$ cat config.mk
export PLATFORM = sky130hd
export DESIGN_NAME = gpr_operand_fetch
export DESIGN_NICKNAME = d
export VERILOG_FILES = /design/src/rtl/gpr_operand_fetch.sv
export SDC_FILE = /design/constraint.sdc
export NUM_CORES = 1
export LEC_CHECK = 0
export CAP_MARGIN = 0
export CELL_PAD_IN_SITES_DETAIL_PLACEMENT = 1
export CELL_PAD_IN_SITES_GLOBAL_PLACEMENT = 2
export CORE_MARGIN = 5
export CORE_UTILIZATION = 26
export DETAILED_ROUTE_END_ITERATION = 16
export GPL_TIMING_DRIVEN = 0
export PLACE_DENSITY_LB_ADDON = 0.1
export REMOVE_ABC_BUFFERS = 1
export SKIP_LAST_GASP = 1
export SLEW_MARGIN = 0
export SYNTH_ARGS = -nofsm -noshare
export SYNTH_HDL_FRONTEND = slang
export SYNTH_SLANG_ARGS = --single-unit
export TNS_END_PERCENT = 5
$ cat constraint.sdc
create_clock -name clk -period 3.06 [get_ports clk]
set_input_delay 0.459 -clock clk [delete_from_list [all_inputs] [get_ports clk]]
set_output_delay 0.459 -clock clk [all_outputs]
set_load 0.02 [all_outputs]
$ cat src/rtl/gpr_operand_fetch.sv
// Operand fetch for the GPR file: sequences up to three reads over one registered read port,
// merges writeback bytes; n reads -> out_valid after n+2 cycles (1 if none); holds output until out_ready.
module gpr_operand_fetch #(
   parameter bit ZERO_BYPASS = 1'b0,
   parameter int TidMSB      = 2
) (
   input  logic              clk,
   input  logic              rst_n,
   input  logic              in_valid,
   output logic              in_ready,
   input  logic [TidMSB:0]   in_tid,
   input  logic [31:0]       in_ir,
   input  logic [5:0]        in_ra,
   input  logic [5:0]        in_rb,
   input  logic [5:0]        in_rc,
   input  logic [2:0]        in_use,
   output logic [TidMSB+6:0] rf_ra,
   input  logic [31:0]       rf_o,
   input  logic [3:0]        wb_wr,
   input  logic [TidMSB+6:0] wb_wa,
   input  logic [31:0]       wb_i,
   output logic              out_valid,
   input  logic              out_ready,
   output logic [TidMSB:0]   out_tid,
   output logic [31:0]       out_ir,
   output logic [31:0]       out_a,
   output logic [31:0]       out_b,
   output logic [31:0]       out_c
);

   typedef enum logic [1:0] {IDLE, RD, CAP, OUT} state_t;

   state_t           state;
   logic [TidMSB:0]  tid_q;
   logic [31:0]      ir_q;
   logic [5:0]       rn_q [3];
   logic [1:0]       lst [3];
   logic [1:0]       cnt;
   logic [1:0]       idx;
   logic [1:0]       prev;
   logic             prev_vld;
   logic [2:0]       capd;
   logic [31:0]      opnd [3];

   logic [5:0]       rn_in [3];
   logic [1:0]       nlst [3];
   logic [1:0]       ncnt;

   assign rn_in = '{in_ra, in_rb, in_rc};

   // Fetch list: used sources in a, b, c order, skipping r0 when it is hardwired to zero.
   always_comb begin
      nlst = '{default: 2'd0};
      ncnt = 2'd0;
      for (int s = 0; s < 3; s++) begin
         if (in_use[s] && !(ZERO_BYPASS && rn_in[s] == 6'd0)) begin
            nlst[ncnt] = s[1:0];
            ncnt       = ncnt + 2'd1;
         end
      end
   end

   always_comb begin
      rf_ra = '0;
      case (state)
         RD:      rf_ra = {tid_q, rn_q[lst[idx]]};
         CAP:     rf_ra = {tid_q, rn_q[prev]};
         default: rf_ra = '0;
      endcase
   end

   function automatic logic [31:0] merge(input logic [31:0] base, input logic [TidMSB+6:0] addr);
      for (int k = 0; k < 4; k++)
         merge[8*k +: 8] = (wb_wr[k] && wb_wa == addr) ? wb_i[8*k +: 8] : base[8*k +: 8];
   endfunction

   always_ff @(posedge clk) begin
      if (!rst_n) begin
         state    <= IDLE;
         tid_q    <= '0;
         ir_q     <= '0;
         rn_q     <= '{default: 6'd0};
         lst      <= '{default: 2'd0};
         cnt      <= 2'd0;
         idx      <= 2'd0;
         prev     <= 2'd0;
         prev_vld <= 1'b0;
         capd     <= 3'b000;
         opnd     <= '{default: 32'd0};
      end else begin
         case (state)
            IDLE: if (in_valid) begin
               tid_q    <= in_tid;
               ir_q     <= in_ir;
               rn_q     <= rn_in;
               lst      <= nlst;
               cnt      <= ncnt;
               idx      <= 2'd0;
               prev_vld <= 1'b0;
               capd     <= 3'b000;
               opnd     <= '{default: 32'd0};
               state    <= (ncnt != 2'd0) ? RD : OUT;
            end
            RD, CAP: begin
               // Held operands track writebacks; the capture below overrides its own slot.
               for (int s = 0; s < 3; s++)
                  if (capd[s]) opnd[s] <= merge(opnd[s], {tid_q, rn_q[s]});
               if (prev_vld || state == CAP) begin
                  opnd[prev] <= merge(rf_o, {tid_q, rn_q[prev]});
                  capd[prev] <= 1'b1;
               end
               if (state == RD) begin
                  prev     <= lst[idx];
                  prev_vld <= 1'b1;
                  idx      <= idx + 2'd1;
                  if (idx == cnt - 2'd1) state <= CAP;
               end else begin
                  prev_vld <= 1'b0;
                  state    <= OUT;
               end
            end
            OUT: if (out_ready) state <= IDLE;
            default: state <= IDLE;
         endcase
      end
   end

   assign in_ready  = rst_n && (state == IDLE);
   assign out_valid = (state == OUT);
   assign out_tid   = tid_q;
   assign out_ir    = ir_q;
   assign out_a     = opnd[0];
   assign out_b     = opnd[1];
   assign out_c     = opnd[2];

endmodule

# Word level (Yosys, flattened, before mapping)
# Index checks and enable logic that the tools add are counted.
[word_totals]
register_bits = 167
in_bits = 137
[op_classes]
add_sub_neg = 4
n_lt_le_gt_ge = 10
eq_ne = 13
n_mux = 67
bitwise = 9
reduce_logical = 32
[op_table]
columns = ["operator", "n"]
rows = [
  ["$mux W32", 10],
  ["$mux W96", 2],
  ["$pmux W96 S2", 1],
  ["$mux W8", 16],
  ["$bwmux W96", 1],
  ["$demux W32 S2", 1],
  ["$eq A9 B9 Y1", 4],
  ["$mux W6", 5],
  ["$mux W2", 13],
  ["$bmux W6 S2", 2],
  ["$logic_and A1 B1 Y1", 21],
  ["$pmux W9 S2", 1],
  ["$ge A3 B3 Y1 const B", 5],
  ["$not A2 Y3", 4],
  ["$lt A3 B1 Y1 const B", 3],
  ["$reduce_and A3 Y1", 3],
  ["$demux W2 S2", 2],
  ["$mux W3", 2],
  ["$ne A2 B2 Y1 const B", 3],
  ["$pmux W2 S3", 1],
  ["$pmux W3 S2", 1],
  ["$reduce_and A2 Y1", 3],
  ["$mux W5", 1],
  ["$add A2 B1 Y2 const B", 2],
  ["other kinds (23)", 28],
]

# Longest topological paths before layout
# Gate-level depths: netlist of the first run.
[logic_depth]
ltp_word = 11
depth_mapped = 9
depth_no_buf = 8

# Worst setup path before layout of the first run
# Ideal clock, no wire load.
[synth_timing]
kind = "flip-flop to flip-flop"
start = "register state[0]"
end = "register opnd, in the netlist out_b[16]"
arrival_time_ns = 2.203
setup_slack_ns = 0.787
path_stages_with_launch = 10
synth_period_minus_slack_ns = 2.273
path_cell_list = "dfxtp_1 -> inv_1 -> ha_1 -> clkbuf_1 -> mux2i_1 -> nand2_1 -> buf_2 -> a31oi_1 -> a22oi_1 -> o21ai_1"
[synth_via]
elab_chain_cells = 4
word_cells_on_any_way = 10
cone_classes = "eq/ne: 3; mux: 2; reduce/logical: 5"
[synth_rtl]
columns = ["item", "line", "rtl"]
rows = [
  ["start, declared", "33", "state_t state;"],
  ["start signal, assigned", "102", "state <= (ncnt != 2'd0) ? RD : OUT;"],
  ["$eq A2 B2 Y1 / $eq A2 B1 Y1 (equally long branches)", "91, 108", ""],
  ["$logic_or A1 B1 Y1 / $reduce_or A2 Y1 (equally long branches)", "108, 91", ""],
  ["$mux W96 / $reduce_bool A2 Y1 (equally long branches)", "n/a", ""],
  ["$pmux W96 S2 / $reduce_and A2 Y1 (equally long branches)", "n/a", ""],
  ["end signal, assigned by index", "107", "if (capd[s]) opnd[s] <= merge(opnd[s], {tid_q, rn_q[s]});"],
  ["end signal, assigned by index", "109", "opnd[prev] <= merge(rf_o, {tid_q, rn_q[prev]});"],
  ["end, declared", "43", "logic [31:0] opnd [3];"],
]
# Parallel ways exist; a longest one is shown, timed or not.
# A chain may end at the register's enable or synchronous reset.

# Worst setup path in the final report of the first run
[layout_timing]
start = "register state[0]"
end = "output rf_ra[8]"
[layout_via]
elab_chain_cells = 2
word_cells_on_any_way = 3
cone_classes = "eq/ne: 2; mux: 1"
[layout_rtl]
columns = ["item", "line", "rtl"]
rows = [
  ["$eq A2 B2 Y1 / $eq A2 B1 Y1 (equally long branches)", "65", "case (state)"],
  ["$pmux W9 S2 (*)", "65", ""],
  ["end, declared", "17", "output logic [TidMSB+6:0] rf_ra,"],
]
# Mark *: on every way between the ends. The rest lies on a longest branch, timed or not.

==> run metrics, run 1 <==
status finished, final reports clean; family with the most delay on the worst path buffers and inverters; Slew Limit Headroom 49.0%; core footprint 29600 um2; CP Class reg2out; H-tree depth 4; antenna violations before repair 0; 1st-pass router iterations 5; DR vias 7453; MaxCap Viol Count 0; Fmax achieved 331 MHz; clock buffer depth 2; most common cell in the synthesized netlist dfxtp_1; vias per cell 4.91; Synth cell types 55; Tmin final 3.02 ns; Clock Skews 0.0253 ns; RSZ-0062 raised after global routing yes; TritonCTS clock tree done; DP Cell Count 1481; Setup TNS 0 ns; top-area cell type share of the netlist area 42.6%; FILL cells 3399; final cell count without fillers 1519; CP max stage delay 0.61 ns; Final Cycle Share 98.8%; DP HPWL 22.2 mm; Worst setup EP type primary output; Sink Count 166; Routed Wire Length 30.1 mm; final-report setup violation count 0; row cnt 63; pre-CTS WS -0.616 ns; CP max FO 12; Max Transition Viols Final 0; share of layout cells above drive strength 1 9.04%; vias in the first global route 7896; asr flop ratio synth 0%; Min Hold Slack 0.464 ns; I/O pin count 279; synthesized instance count 867; Post-synth top cells 166 x dfxtp_1, 134 x nand2_1, 100 x a22oi_1, 97 x o21ai_1, 60 x a21boi_0; Area growth, synth to finish 50.0%; GRT Residual Overflow 0; setup ws final 0.0375 ns; later-pin clock latency in the skew report 0.43 ns; Root Driver clkbuf_16; number of buffers added on ports 278; Buf/Inv on CP 3; die area 33600 um2; Ys Warns 0; Crit path top cell by count inv_1; Post-CTS Hold Fix Bufs 0; pwr dens 616 nW/um2; CP Launch Type flip-flop; Fin. Hold Viols 0; DRC viols 0; Slowest-stage cell, CP clkdlybuf4s50_1; Initial DRC Count 361; Initial Util 26.3%; CP arrival 2.56 ns; cell taking the most area after synthesis dfxtp_1; reg2reg setup slack 0.14 ns; syn_area_per_cell 9.00 um2; worst vdd ir 0.293 mV; first-pass GRT wire length 46.9 mm; post-layout util 39.5%; Data required, critical path 2.60 ns; Nets 1260; Die Y 183 um; DR WL/cell 19.8 um; most common flop cell mapped by yosys dfxtp_1; worst-path cell chain inv_1, ha_4, inv_1, nor2_1, and2_1, clkdlybuf4s50_1; total CTS buffers 17; Die X 183 um; EDFF count, synth 0; largest net degree at the start of global routing 45; worst slew pin tran 0.761 ns; Leak 4.23 nW; Post-Syn Area 7800 um2; number of routed nets with antenna violations 0; GPL Wtd Cong 0.750; clk slew on worst S/H paths 0.08 ns; #FFs+latches synth 166; total track usage 17.5%; post-synthesis sequential area ratio 42.6%; Synth area leaders dfxtp_1 43%, a22oi_1 9.6%, nand2_1 6.4%; worst hold path type reg2reg
==> tightest hold or removal path: stages (launching register included) <==
cell and delay (ns):
dfxtp_1 0.31, nand2_1 0.04, a21boi_0 0.06
==> per-layer routing <==
layer  vias up  GRT usage (%)  wire length [um]
met5         -              0                 0
met4         0           3.34               218
met3        12           5.04              1850
met2       196           30.1             14600
met1      3582           22.2             13400
li1       3663              -                 -
==> per-stage QoR <==
stage,area (um2),total power [mW]
6_report,11700,7.21
5_1_grt,11700,7.63
4_1_cts,11700,7.37
3_5_place_dp,11000,5.02
3_3_place_gp,10800,4.97
2_1_floorplan,7560,3.86
==> cells by family after synthesis <==
family | Yosys count | share of synthesized area, %
xor gates and xnor gates | 24 | 2.93
and+or+nand+nor | 236 | 15.1
AOI/OAI and AO/OA | 314 | 28.0
muxes | 50 | 6.64
buffers and inverters | 69 | 3.51
adders and majority gates | 8 | 1.28
DFF | 166 | 42.6
==> power breakdown <==
| part | internal, mW | total [mW] | switching, mW |
|---|---|---|---|
| registers | 2.37 | 2.54 | 0.173 |
| clock network | 1.12 | 2.20 | 1.08 |
| logic | 0.936 | 2.46 | 1.52 |
==> worst paths after layout <==
path / cells after the start / startpoint / to
max: 6 / state[0] / rf_ra[8]
min: 2 / out_ir[7] / out_ir[7]
max reg2reg: 7 / state[0] / out_a[27]
min reg2reg: 2 / out_ir[7] / out_ir[7]
==> area by class of cell <==
class / count / area, um2 / area share (%)
diodes: 1 / 2.50 / 0.0214
clock buffers: 18 / 439 / 3.75
clock inverters: 14 / 151 / 1.29
inverters: 9 / 33.8 / 0.289
multi-input cells: 632 / 4310 / 36.8
flip-flops and latches: 166 / 3330 / 28.4
well taps: 390 / 488 / 4.17
repair buffers: 289 / 2950 / 25.2
==> flip-flops by register name (all words and copies together), names as in the netlist, 3 cells and up <==
| register | flops |
|---|---|
| capd | 3 |
| lst | 5 |
| out_a | 32 |
| out_b | 32 |
| out_c | 32 |
| out_ir | 32 |
| out_tid | 3 |
| rn_q | 18 |
==> cells in the final DEF, fill, tap and decap left out, drive strengths merged, types with 2 or more instances in the layout <==
cell,netlist,routed
clkdlybuf4s50,0,271
mux2,8,8
and3,12,12
dlygate4sd2,0,3
a22oi,101,101
o21ai,104,104
and4b,4,4
nand2b,5,5
xnor2,23,23
o2111ai,2,2
nand3,13,13
a32oi,3,3
dlymetal6s2s,0,3
nor2,19,19
a221oi,4,4
nand4,13,13
clkinv,0,6
nand3b,2,2
o21ba,2,2
and2,7,7
ha,8,8
mux2i,42,42
nor3,7,7
o22ai,4,4
a31oi,13,13
nor2b,13,13
buf,11,12
inv,9,16
a211oi,4,4
a21boi,60,60
a21oi,12,12
nand2,134,134
dfxtp,166,166
or3,5,5
clkbuf,49,18
==> what timing repair did <==
| action | in CTS | in global routing |
|---|---|---|
| hold endpoints to repair | 0 | 0 |
| setup buffers | 5 | 0 |
| pin swaps | 2 | 0 |
| gates resized for setup | 22 | 5 |
| setup endpoints to repair | 105 | 64 |
| cloned | 0 | 0 |
(Power assumes the default switching activity.)
==> run 2, diff against run 1 <==
GPL_ROUTABILITY_DRIVEN = 0   (was default)
PLACE_DENSITY = 0.87   (was default)
PLACE_DENSITY_LB_ADDON = default   (was 0.1)
==> run 2 against run 1 <==
Against the previous run:
- clock skew decreased by 0.012 ns
- non-clock buffer count fell by 4
- flip-flop and latch count is the same
- largest power group unchanged
- critical endpoint is now rf_ra[6]
- die area unchanged
- power increased by 2.4%
- clock power rose by 8%
- cell count shrank 0.39%
- combinational power about the same
- first-iteration DRC count decreased by 13%
- utilization hardly changed
- highest routed layer is now met5
==> run metrics, run 2 (synthesis gave the netlist of run 1 again) <==
most frequent cells in the layout 271 x clkdlybuf4s50_1, 163 x dfxtp_1, 132 x nand2_1 (unchanged); CP Launch Type flip-flop (unchanged); Worst R2R Start state[1] (was state[0]); TritonCTS clock tree done (unchanged); Nets 1256 (was 1260); HP Start out_ir[14] (was out_ir[7]); worst slew pin tran 0.859 ns (was 0.761 ns); Slowest-stage cell, CP clkdlybuf4s50_1 (unchanged); row cnt 63 (unchanged); die area 33600 um2 (unchanged); Crit path top cell by count inv_1 (unchanged); Fmax achieved 332 MHz (was 331 MHz); crit path launch state[1] (was state[0]); GRT Residual Overflow 0 (unchanged); Fin. Hold Viols 0 (unchanged); core footprint 29600 um2 (unchanged); later-pin clock latency in the skew report 0.43 ns (about the same); worst vdd ir 0.313 mV (was 0.293 mV); number of buffers added on ports 278 (unchanged); worst-path cell chain inv_1, ha_4, inv_1, nor2_1, and2_1, clkdlybuf4s50_1 (unchanged); DP HPWL 22.6 mm (was 22.2 mm); Slew Limit Headroom 41.1% (was 49.0%); share of layout cells above drive strength 1 8.46% (was 9.04%); CP Class reg2out (unchanged); diode count 0 (was 1); family with the most delay on the worst path buffers and inverters (unchanged); pwr dens 630 nW/um2 (was 616 nW/um2); Max Transition Viols Final 0 (unchanged); Post-CTS Hold Fix Bufs 0 (unchanged); H-tree depth 4 (unchanged); Clock Skews 0.0130 ns (was 0.0253 ns); clock buffer depth 2 (unchanged); CP max stage delay 0.61 ns (about the same); clk slew on worst S/H paths 0.07 ns (was 0.08 ns); Area growth, synth to finish 50.2% (was 50.0%); number of routed nets with antenna violations 0 (unchanged); CP arrival 2.55 ns (was 2.56 ns); DR vias 7593 (was 7453); MaxCap Viol Count 0 (unchanged); Data required, critical path 2.60 ns (about the same); final-report setup violation count 0 (unchanged); Tmin final 3.01 ns (was 3.02 ns); Root Driver clkbuf_16 (unchanged); Die Y 183 um (unchanged); CP max FO 12 (unchanged); antenna violations before repair 1 (was 0); Setup TNS 0 ns (unchanged); status finished, final reports clean (unchanged); Routed Wire Length 30.5 mm (was 30.1 mm); first-pass GRT wire length 46.1 mm (was 46.9 mm); vias in the first global route 7989 (was 7896); Leak 4.21 nW (was 4.23 nW); Initial DRC Count 313 (was 361); worst hold path type reg2reg (unchanged); Die X 183 um (unchanged); largest net degree at the start of global routing 49 (was 45); Final Cycle Share 98.3% (was 98.8%); Worst setup EP type primary output (unchanged); vias per cell 5.02 (was 4.91); I/O pin count 279 (unchanged); 1st-pass router iterations 4 (was 5); Buf/Inv on CP 3 (unchanged); DRC viols 0 (unchanged); power consumption 7.38 mW (was 7.21 mW); DR WL/cell 20.2 um (was 19.8 um); most common library cell in the layout ignoring fill and taps clkdlybuf4s50_1 (unchanged); Sink Count 166 (unchanged); Initial Util 26.3% (unchanged); RSZ-0062 raised after global routing yes (unchanged); total track usage 17.3% (was 17.5%); total CTS buffers 17 (unchanged)
## run 2: cell count changes in the layout (fill, tap and decap cells not counted), sizes merged, moves of 2 or more
cell	change
buf	-4
bufinv	+4
clkinvlp	+2
clkinv	-4
inv	-2
## run 2: path summary, 6_finish.rpt
kind	slack [ns]	end	cells past startpoint
setup / recovery	0.05	rf_ra[6]	6
hold / removal	0.46	out_ir[14]	2
hold reg to reg	0.46	out_ir[14]	2
setup reg to reg	0.14	out_b[31]	7
## run 2: timing repair
item / 4_1_cts / 5_1_grt
setup endpoints to repair: 105 / 56
buffers inserted: 1 / 0
pin swaps: 1 / 0
resized for setup: 21 / 4
## run 2: cell type report
| class | count | area [um2] |
|---|---|---|
| clock inverter | 14 | 214 |
| clock buffer | 17 | 425 |
| fill | 3418 | 17900 |
| timing repair buffer | 285 | 2920 |
| multi-input combinational | 632 | 4310 |
| inverter | 9 | 33.8 |
| tap | 390 | 488 |
| sequential | 166 | 3330 |
## run 2: layer usage
metal	up-vias	part of all wire [%]	global-route usage, %
met1	3681	42	20.6
met4	2	0.72	3.10
met3	17	8.5	6.33
met5	-	0.066	0
met2	241	48	30.5
li1	3652	-	-
## run 2: report_power, final
| group | switching, mW | internal, mW |
|---|---|---|
| sequential | 0.172 | 2.37 |
| combinational | 1.53 | 0.928 |
| clock | 0.987 | 1.39 |
| total | 2.69 | 4.69 |
## run 2: worst min-delay path, cell delays in order (launching register included)
cell,delay [ns]
dfxtp_1,0.31
nand2_1,0.05
a21boi_0,0.06
## run 2: through the flow
stage	utilization (%)	area [um2]	setup slack, ns	hold slack [ns]	instances
floorplan	-	7560	0.559	0.436	807
global placement	36.6	10800	-2.31	0.453	1475
detailed placement	37.1	11000	-0.584	0.460	1481
CTS	39.5	11700	-0.0767	0.467	1513
global route	39.5	11700	-0.115	0.489	1513
finish	39.5	11700	0.0519	0.464	1513
==> run 3, diff against run 2 <==
CAP_MARGIN = 20   (was 0)
==> run 3 against run 2 <==
Against the previous run:
- the flow now finishes with violations (setup timing)
- hold slack worse by 0.00074 ns
- critical path type unchanged
- worst setup slack worse by 0.087 ns
- highest routed layer unchanged
- via count up 0.14%
==> run metrics, run 3 (synthesis gave the netlist of run 1 again) <==
Initial Util 26.3% (unchanged); Fin. Hold Viols 0 (unchanged); DR WL/cell 20.1 um (was 20.2 um); Data required, critical path 2.60 ns (about the same); worst hold path type reg2reg (unchanged); clock buffer depth 2 (unchanged); DP HPWL 22.6 mm (about the same); antenna violations before repair 1 (unchanged); Final Cycle Share 101% (was 98.3%); DR vias 7604 (was 7593); power consumption 7.38 mW (about the same); Worst setup EP type primary output (unchanged); Area growth, synth to finish 50.0% (was 50.2%); first-pass GRT wire length 46.4 mm (was 46.1 mm); Die Y 183 um (unchanged); hold path depth 2 (unchanged); Max Transition Viols Final 0 (unchanged); diode count 0 (unchanged); FF-to-FF End out_b[21] (was out_b[31]); worst vdd ir 0.314 mV (was 0.313 mV); WHS Endpoint out_ir[14] (unchanged); total CTS buffers 17 (unchanged); later-pin clock latency in the skew report 0.43 ns (about the same); 1st-pass router iterations 5 (was 4); Fmax achieved 323 MHz (was 332 MHz); Leak 4.18 nW (was 4.21 nW); Slew Limit Headroom 44.0% (was 41.1%); failing checks setup timing; reg2reg setup slack 0.14 ns (about the same); total track usage 17.5% (was 17.3%); DRC viols 0 (unchanged); CP Class reg2out (unchanged); Clock Skews 0.0164 ns (was 0.0130 ns); Routed Wire Length 30.5 mm (about the same); Worst R2R Start out_tid[0] (was state[1]); I/O pin count 279 (unchanged); number of routed nets with antenna violations 0 (unchanged); Die X 183 um (unchanged); HP Start out_ir[14] (unchanged); largest net degree at the start of global routing 49 (unchanged); setup ws final -0.0349 ns (was 0.0519 ns); Post-CTS Hold Fix Bufs 0 (unchanged); Root Driver clkbuf_16 (unchanged); pwr dens 631 nW/um2 (was 630 nW/um2); CP arrival 2.64 ns (was 2.55 ns); number of buffers added on ports 278 (unchanged); Tmin final 3.09 ns (was 3.01 ns); Min Hold Slack 0.464 ns (about the same); worst slew pin tran 0.835 ns (was 0.859 ns); Nets 1256 (unchanged); core footprint 29600 um2 (unchanged); clk slew on worst S/H paths 0.07 ns (about the same); final-report setup violation count 2 (was 0); vias in the first global route 7998 (was 7989); Sink Count 166 (unchanged); MaxCap Viol Count 0 (unchanged); Initial DRC Count 278 (was 313); die area 33600 um2 (unchanged); Setup TNS -0.0650 ns (was 0 ns); row cnt 63 (unchanged); R2R cell count 6 (was 7); status finished with violations (was finished, final reports clean); most common library cell in the layout ignoring fill and taps clkdlybuf4s50_1 (unchanged); CP max FO 9 (was 12); H-tree depth 4 (unchanged); most frequent cells in the layout 274 x clkdlybuf4s50_1, 164 x dfxtp_1, 133 x nand2_1 (was 271 x clkdlybuf4s50_1, 163 x dfxtp_1, 132 x nand2_1); share of layout cells above drive strength 1 8.37% (was 8.46%); vias per cell 5.03 (was 5.02); TritonCTS clock tree done (unchanged); GRT Residual Overflow 0 (unchanged); CP Launch Type flip-flop (unchanged); RSZ-0062 raised after global routing yes (unchanged)
-- run 3: what timing repair did --
action	in CTS	in global routing
pin swaps	1	0
resized for setup	18	2
setup endpoints to repair	105	50
buffers inserted	1	0
-- run 3: metal layers --
layer	track usage, %	wire, um	vias to the layer above
met5	0	7	-
met2	30.5	14800	228
met1	20.6	12900	3699
met3	6.70	2510	21
met4	3.31	250	2
li1	-	-	3654
-- run 3: layout make-up --
| class | count | area (um2) |
|---|---|---|
| clock buffers | 17 | 425 |
| clock inverters | 14 | 214 |
| fillers | 3450 | 17900 |
| inverters | 9 | 33.8 |
| multi-input cells | 632 | 4300 |
| flip-flops and latches | 166 | 3330 |
| well taps | 390 | 488 |
| repair buffers | 285 | 2920 |
-- run 3: worst max path at each step --
stage	startpoint	endpoint	cells after the start
after floorplan	prev[0]	out_b[19]	6
after global placement	rst_n	out_b[31]	5
after detailed placement	state[1]	out_b[21]	7
after CTS	state[1]	rf_ra[5]	7
after global routing	state[1]	rf_ra[0]	7
final	idx[0]	rf_ra[1]	7
-- run 3: power breakdown --
part	switching [mW]	leakage (nW)	total, mW	internal, mW
clock	0.993	0.302	2.38	1.39
sequential	0.171	1.35	2.54	2.37
combinational	1.53	2.53	2.46	0.930
total	2.69	4.18	7.38	4.69
-- run 3: metrics by stage --
step | instance area (um2) | setup slack (ns) | instances | utilization [%]
2_1_floorplan | 7560 | 0.559 | 807 | -
3_3_place_gp | 10800 | -2.31 | 1475 | 36.6
3_5_place_dp | 11000 | -0.617 | 1481 | 37.1
6_report | 11700 | -0.0349 | 1513 | 39.5
5_1_grt | 11700 | -0.217 | 1513 | 39.5
4_1_cts | 11700 | -0.0995 | 1513 | 39.5
-- run 3: worst max-delay path: stages, from the launching register on --
cell and delay, ns:
dfxtp_1 0.49, mux2i_1 0.33, o21ai_4 0.14, mux2i_1 0.14
o22ai_1 0.16, a22oi_1 0.12, nor2_1 0.18, clkdlybuf4s50_1 0.63
==> patch: new RTL, flow settings as in run 3 <==
Make the reset (`rst_n`) asynchronous in one clocked block.
--- a/src/rtl/gpr_operand_fetch.sv
+++ b/src/rtl/gpr_operand_fetch.sv
@@ -74,7 +74,7 @@
          merge[8*k +: 8] = (wb_wr[k] && wb_wa == addr) ? wb_i[8*k +: 8] : base[8*k +: 8];
    endfunction
 
-   always_ff @(posedge clk) begin
+   always_ff @(posedge clk or negedge rst_n) begin
       if (!rst_n) begin
          state    <= IDLE;
          tid_q    <= '0;
Behaviour: differs if rst_n is asserted again (counterexample within 4 cycles, from zero or initial values and one cycle with rst_n low); with rst_n held inactive, the same outputs for 4 cycles.
==> patch against run 3 <==
  * Worst setup slack improved by 62 ps
  * Sequential cell count unchanged
  * Power increased to 2.6 times the old value
  * Routed wire length increased by 76%
  * Sequential share of layout area decreased by 3.1 points
  * Combinational power increased to 5.0 times the old value
  * Cell area increased by 41%
  * Synthesized area increased by 55%
  * Register-to-register slack got worse by 110 ps
==> patch: results (changes against run 3) <==
| Metric | Value |
|---|---|
| Library cells used by synthesis | 53 (-3.6%) |
| Synth Instances | 1396 (+61%) |
| Share of post-route cells with drive strength above 1 | 10.9% (+2.5 points) |
| Sequential element share of the synthesized area | 34.4% (-8.2 points) |
| Clk power | 2.42 mW (+2%) |
| Status | complete, no violations |
| Post-synth top flop | dfrtp_1 |
| Post-CTS sizing | 14 (-4) |
| Wire length on met1 | 23.2 mm (+79%) |
| Worst skew pair latency | 490 ps (+60 ps) |
| FF-to-FF setup slack | 30 ps (-110 ps) |
| Hold WS | 495 ps (+31.1 ps) |
| Total power draw | 18.9 mW (+160%) |
| R2R Path End | out_b[28]$_DFFE_PN0P_ |
| P_leak | 6.09 nW (+46%) |
| Met1 Resource Use GR | 26.4% (+5.8 points) |
| Via Count | 13100 (+72%) |
| Placed cells | 2153 (+45%) |
| Setup crit end kind | flip-flop |
| Placed Area | 15700 um2 (+43%) |
| Crit path max-delay family | simple AND/OR/NAND/NOR gates |
| Crit path DAT | 3390 ps (+750 ps) |
| Metal3 WL | 3.51 mm (+40%) |
| Worst-margin pin slew | 990 ps (+155 ps) |
| CTS Hold Bufs | 2 (+2) |
| Hold_sp | lst[5]$_DFFE_PN0P_ |
| Vias in the first global route | 13700 (+71%) |
| First-pass GRT wire length | 82.3 mm (+77%) |
| Worst reg2reg path startpoint | out_tid[2]$_DFFE_PN0P_ |
| Post-route clock skew | 13.0 ps (-3.41 ps) |
| Comb power | 12.2 mW (+400%) |
| DRT Wirelength | 53.8 mm (+76%) |
| Max incr delay on CP | 530 ps (-100 ps) |
| Routed wl met2 | 25.5 mm (+73%) |
| Worst path slowest cell | nand3_1 |
| Initial antenna violation count | 4 (+3) |
| Worst Hold End | lst[5]$_DFFE_PN0P_ |
| M3 GR Usage | 5.31% (-1.4 points) |
| DR vias/cell | 5.97 (+19%) |
| Setup ws final | 27.2 ps (+62.1 ps) |
| GRT Util Overall | 20.5% (+3.0 points) |
| Top cells by count, synth | dfrtp_1 (166), clkbuf_1 (112), a211o_1 (96), a32oi_1 (96), nand2_1 (91) |
| Max IR drop VDD | 0.000850 V (+170%) |
| Met2 usage | 33.4% (+2.9 points) |
| Half-perimeter wire length after detailed placement | 34.5 mm (+53%) |
## patch: cell types whose count changed after synthesis, sizes merged, moves of 51 or more
cell / before / now
or3: 5 / 67
dfrtp: 0 / 166
a22oi: 101 / 1
a21boi: 60 / 0
mux2: 8 / 59
clkbuf: 49 / 112
a31oi: 13 / 64
nand4: 13 / 66
nor2: 19 / 76
dfxtp: 166 / 0
a32oi: 3 / 96
a211o: 1 / 96
## patch: cells by family (layout without fill, tap and decap cells)
logic type	after synthesis	in the layout	synth area share, %
buffers and inverters	179	365	6.77
AND/OR/NAND/NOR	481	484	21.8
multiplexers	75	75	6.83
flip-flops	166	166	34.4
other	0	2	0
adder cells (fa/ha/maj)	8	8	0.829
AO/OA/AOI/OAI	467	467	28.0
XOR/XNOR	20	20	1.45
## patch: final cells by class
class	instances	area, um2
Antenna cell	2	5.00
Clock buffer	17	425
Clock inverter	15	201
Fill cell	5243	29800
Inverter	14	52.6
Multi-Input combinational cell	1054	7300
Sequential cell	166	4160
Tap cell	607	759
Timing Repair Buffer	319	3550
